File: config.mk
export PLATFORM = sky130hd
export DESIGN_NAME = prod_accum_flat
export DESIGN_NICKNAME = d
export VERILOG_FILES = /design/src/rtl/prod_accum_if.sv /design/src/rtl/prod_accum.sv /design/src/flat_wrapper.sv
export SDC_FILE = /design/constraint.sdc
export NUM_CORES = 1
export LEC_CHECK = 0
export ABC_AREA = 1
export BUFFER_PORTS_ARGS = -buffer_cell sky130_fd_sc_hd__buf_2
export CAP_MARGIN = 20
export CORE_ASPECT_RATIO = 1.25
export CORE_MARGIN = 2
export CORE_UTILIZATION = 30
export DETAILED_ROUTE_END_ITERATION = 6
export HOLD_SLACK_MARGIN = 0.12
export RECOVER_POWER = 100
export REMOVE_ABC_BUFFERS = 1
export SLEW_MARGIN = 30
export SYNTH_ARGS = -nofsm -noshare
export SYNTH_HDL_FRONTEND = slang
export SYNTH_SLANG_ARGS = --single-unit
File: constraint.sdc
create_clock -name clk -period 2.4 [get_ports clk]
set_input_delay 0.24 -clock clk [delete_from_list [all_inputs] [get_ports clk]]
set_output_delay 0.24 -clock clk [all_outputs]
set_load 0.05 [all_outputs]
File: src/rtl/prod_accum_if.sv
// rtl/prod_accum_if.sv - product-in / result-out handshake bundle for prod_accum
interface prod_accum_if #(
    parameter int PROD_W = 8,
    parameter int ACC_W  = 12
);
    logic              start;
    logic [3:0]        len;
    logic [PROD_W-1:0] prod;
    logic              prod_valid;
    logic              prod_ready;
    logic [ACC_W-1:0]  res;
    logic              res_sat;
    logic              res_valid;
    logic              res_ready;
    logic              busy;

    // Upstream controller / downstream consumer side
    modport master (
        output start, len, prod, prod_valid, res_ready,
        input  prod_ready, res, res_sat, res_valid, busy
    );

    // Accumulator side
    modport slave (
        input  start, len, prod, prod_valid, res_ready,
        output prod_ready, res, res_sat, res_valid, busy
    );
endinterface

File: src/rtl/prod_accum.sv
// rtl/prod_accum.sv - saturating accumulator of a fixed-length run of unsigned products
module prod_accum #(
    parameter int PROD_W = 8,
    parameter int ACC_W  = 12
) (
    input  logic         clk,
    input  logic         rst_n,
    prod_accum_if.slave  bus
);
    // Zero-extension needed to bring a product up to the ACC_W+1 bit sum width
    localparam int EXT_W = ACC_W + 1 - PROD_W;

    typedef enum logic [1:0] {
        IDLE  = 2'd0,
        ACCUM = 2'd1,
        HOLD  = 2'd2
    } state_t;

    state_t           state;
    state_t           state_next;
    logic [ACC_W-1:0] acc;
    logic [4:0]       count;
    logic [4:0]       target;
    logic             sat;
    logic [ACC_W:0]   sum;
    logic             xfer;
    logic             last_xfer;

    // A transfer needs ACCUM (which is what prod_ready reports) and a valid product
    assign xfer      = (state == ACCUM) && bus.prod_valid;
    assign last_xfer = xfer && (count == target - 5'd1);
    // One spare carry bit tells us the sum no longer fits in ACC_W
    assign sum       = {1'b0, acc} + {{EXT_W{1'b0}}, bus.prod};

    // State register
    always_ff @(posedge clk or negedge rst_n) begin
        if (!rst_n) begin
            state <= IDLE;
        end else begin
            state <= state_next;
        end
    end

    // Next-state decode; start only matters in IDLE
    always_comb begin
        state_next = state;
        unique case (state)
            IDLE:    if (bus.start) state_next = ACCUM;
            ACCUM:   if (last_xfer) state_next = HOLD;
            HOLD:    if (bus.res_ready) state_next = IDLE;
            default: state_next = IDLE;
        endcase
    end

    // Outputs decoded from registered state only; result fields read zero outside HOLD
    always_comb begin
        bus.prod_ready = (state == ACCUM);
        bus.res_valid  = (state == HOLD);
        bus.res        = (state == HOLD) ? acc : '0;
        bus.res_sat    = (state == HOLD) && sat;
        bus.busy       = (state != IDLE);
    end

    // Run datapath: latch target at start, accumulate with sticky saturation
    always_ff @(posedge clk or negedge rst_n) begin
        if (!rst_n) begin
            acc    <= '0;
            count  <= '0;
            target <= '0;
            sat    <= 1'b0;
        end else if (state == IDLE) begin
            if (bus.start) begin
                target <= (bus.len == 4'd0) ? 5'd16 : {1'b0, bus.len};
                acc    <= '0;
                count  <= '0;
                sat    <= 1'b0;
            end
        end else if (xfer) begin
            count <= count + 5'd1;
            if (sum[ACC_W]) begin
                acc <= '1;
                sat <= 1'b1;
            end else begin
                acc <= sum[ACC_W-1:0];
            end
        end
    end
endmodule
File: src/flat_wrapper.sv
// flat-port wrapper written by rule: the top's interface ports become plain ports
module prod_accum_flat 
#(
    parameter int PROD_W = 8,
    parameter int ACC_W  = 12
)
  (clk, rst_n, bus_start, bus_len, bus_prod, bus_prod_valid, bus_res_ready, bus_prod_ready, bus_res, bus_res_sat, bus_res_valid, bus_busy);
  prod_accum_if #(.PROD_W(PROD_W), .ACC_W(ACC_W)) bus_i ();
  input  logic clk;
  input  logic rst_n;
  input wire logic [$bits(bus_i.start)-1:0] bus_start;
  input wire logic [$bits(bus_i.len)-1:0] bus_len;
  input wire logic [$bits(bus_i.prod)-1:0] bus_prod;
  input wire logic [$bits(bus_i.prod_valid)-1:0] bus_prod_valid;
  input wire logic [$bits(bus_i.res_ready)-1:0] bus_res_ready;
  output wire logic [$bits(bus_i.prod_ready)-1:0] bus_prod_ready;
  output wire logic [$bits(bus_i.res)-1:0] bus_res;
  output wire logic [$bits(bus_i.res_sat)-1:0] bus_res_sat;
  output wire logic [$bits(bus_i.res_valid)-1:0] bus_res_valid;
  output wire logic [$bits(bus_i.busy)-1:0] bus_busy;
  assign bus_i.start = bus_start;
  assign bus_i.len = bus_len;
  assign bus_i.prod = bus_prod;
  assign bus_i.prod_valid = bus_prod_valid;
  assign bus_i.res_ready = bus_res_ready;
  assign bus_prod_ready = bus_i.prod_ready;
  assign bus_res = bus_i.res;
  assign bus_res_sat = bus_i.res_sat;
  assign bus_res_valid = bus_i.res_valid;
  assign bus_busy = bus_i.busy;
  prod_accum #(.PROD_W(PROD_W), .ACC_W(ACC_W)) u_core (.clk(clk), .rst_n(rst_n), .bus(bus_i));
endmodule
==> metrics.csv <==
metric;value;unit
Root Driver;clkbuf_8;
RSZ-0062 raised after global routing;false;
Yosys reg bits;25;
Worst-path clk slew;0.10;ns
largest net degree at the start of global routing;26;
Max Cap Viol;0;
Routed wire per std cell;11.1;um
num rows;32;
setup ws final;0.320;ns
post-DR vias/cell;4.35;
H-tree levels;1;
Filler cells;702;
Synth Instances;266;
Num Clock Sinks;25;
worst-path maximum fanout;14;
Distinct cells, synth;32;
aggregate routed wire length;4250;um
Final Power;2.26;mW
GR Overflow Total;0;
CTS tree;yes;
area fraction of the dominant cell type after synthesis;33.8;%
final worst path period share;86.7;%
Clk Latency, worst-skew pair;0.28;ns
Clock Skews;0.00957;ns
crit-path max cell delay;0.49;ns
status;completed;
Worst EP arrival;1.84;ns
Lkg Pwr;1.11;nW
largest buffer count on any clock path;2;
first-pass GRT wire length;7310;um
post-CTS setup buffers;0;
CTS Buf Count;3;
Ys Warns;0;
HP Class;primary input to flop;
top post-synthesis cells by area;dfrtp_1, nand2_1, inv_1;
WHS;0.150;ns
post-DP HPWL;3370;um
share of cells above drive strength 1;8.70;%
final hold viol count;0;
Area Growth Syn to Fin;13.8;%
via count;1670;
core box area;6090;um^2
final slew viol count;0;
diode count;0;
area of the multi-input gates;995;um^2
worst slew pin tran;1.46;ns
largest area contributor in the synthesized netlist;dfrtp_1;
initial antenna violation count;0;
drt first pass iters;4;
max frequency;481;MHz
nets@finish;328;
Remaining DRCs;0;
cell chain of the critical path;inv_1 > nor2_1 > inv_1 > nor2_1 > clkbuf_1;
slew margin rel.;2.86;%
Total GRT Usage;13.7;%
pre-CTS setup slack;0.509;ns
Startpoint Class;flop;
TNS Setup;0;ns
FF+latch area;626;um^2
Initial Util;30.4;%
Power Density;1070;nW/um^2
global placer's final weighted congestion;0.768;
Finished Core Util;34.6;%
endpoints failing setup;0;
Max IR drop VDD;0.000445;V
Final min period;2.08;ns
vias in the first global route;1662;
die width;74.2;um
DRT iter0 DRCs;90;
crit path capture type;output pin;
IO Pins;33;
sequential area share after synthesis;33.8;%
WP data required;2.16;ns
Worst Setup Path Type;flop to output pin;
Post-Syn Area;1850;um^2
Detail Route Antenna Nets;0;
Mean Syn Cell Area;6.95;um^2
Buffers on Ports;32;
die area;6810;um^2
critical path's slowest cell;clkbuf_1;
Die H;91.8;um
cells by family after synthesis:
kind of cell,after synthesis,synth area share [%]
adders and majority gates,11,7.85
DFF,25,33.8
AOI/OAI and AO/OA,20,7.31
buffers and inverters,52,11.3
xor gates and xnor gates,6,2.84
and+or+nand+nor,152,36.9
registers in the layout, summed over array words and instances, names as in the netlist:
name / flops
u_core.acc: 12
u_core.sat: 1
u_core.target: 5
u_core.state: 2
u_core.count: 5
per-layer routing:
layer | wire, um | up-vias | track usage (%) | part of all wire, %
li1 | - | 895 | - | -
met1 | 1910 | 741 | 17.2 | 45
met2 | 2130 | 29 | 24.4 | 50
met3 | 148 | 5 | 0.989 | 3.5
met4 | 56 | 0 | 4.46 | 1.3
met5 | 0 | - | 0 | 0
report_power, final:
part	total [mW]	switching [mW]	internal [mW]
logic	1.25	0.786	0.463
registers	0.747	0.156	0.591
clock network	0.261	0.143	0.118
total	2.26	1.08	1.17
repair_timing:
action,CTS,global route
setup endpoints to repair,0,0
gates resized for setup,0,0
hold buffers,1,0
hold endpoints to repair,25,0
synthesized netlist by cell type (all sizes together):
cell type	number
a21oi	4
a22o	1
and2	1
buf	4
dfrtp	25
fa	1
ha	10
inv	48
nand2	81
nand3	23
nand3b	2
nand4	4
nor2	35
nor3	3
o211ai	5
o21a	1
o21ai	6
o221ai	1
o22ai	1
o32ai	1
or2	2
or2b	1
xnor2	5
xor2	1
path summary, 6_finish.rpt:
check / startpoint / endpoint / slack [ns] / cells past startpoint
min: bus_res_ready / u_core.state[1]$_DFFE_PN0P_ / 0.15 / 2
min reg2reg: u_core.target[2]$_DFFE_PN0P_ / u_core.target[2]$_DFFE_PN0P_ / 0.53 / 1
min in group asynchronous: rst_n / u_core.target[0]$_DFFE_PN0P_ / 0.83 / 2
max in group asynchronous: rst_n / u_core.acc[0]$_DFFE_PN0P_ / 0.71 / 2
max: u_core.state[1]$_DFFE_PN0P_ / bus_res[9] / 0.32 / 5
max reg2reg: u_core.acc[0]$_DFFE_PN0P_ / u_core.acc[7]$_DFFE_PN0P_ / 0.43 / 10
worst max-delay path, delay by kind of cell, from the launching register on:
kind / cells / cell delay (ns)
AND/OR/NAND/NOR: 2 / 0.34
flip-flops: 1 / 0.40
buffers and inverters: 3 / 0.82
per-stage QoR:
stage	area, um^2	cells
after floorplan	1820	262
after global placement	2090	379
after detailed placement	2090	379
after CTS	2150	384
after global routing	2100	384
final	2100	384
cell type report:
class                      count  area share [%]
clock inverter                 1           0.357
sequential                    25            29.7
multi-input combinational    189            47.3
timing repair buffer          33            7.07
tap                           85            5.05
inverter                      48            8.56
clock buffer                   3            1.96
placed cells by master (no fill, tap or decap), types with 2 or more instances in the layout:
cell type,Yosys,layout
dfrtp_1,25,25
buf_2,2,15
o21ai_0,6,6
nand4_1,4,4
inv_2,4,2
a21oi_1,4,4
ha_1,10,10
nor2_1,33,34
clkbuf_1,0,17
nand2_1,77,79
nand3b_1,2,2
o211ai_1,5,5
xnor2_1,5,5
nand3_1,21,22
nor3_1,3,3
inv_1,44,46
clkbuf_8,0,3
or2_0,0,2
Note: power is estimated with default switching activity, not from simulation.
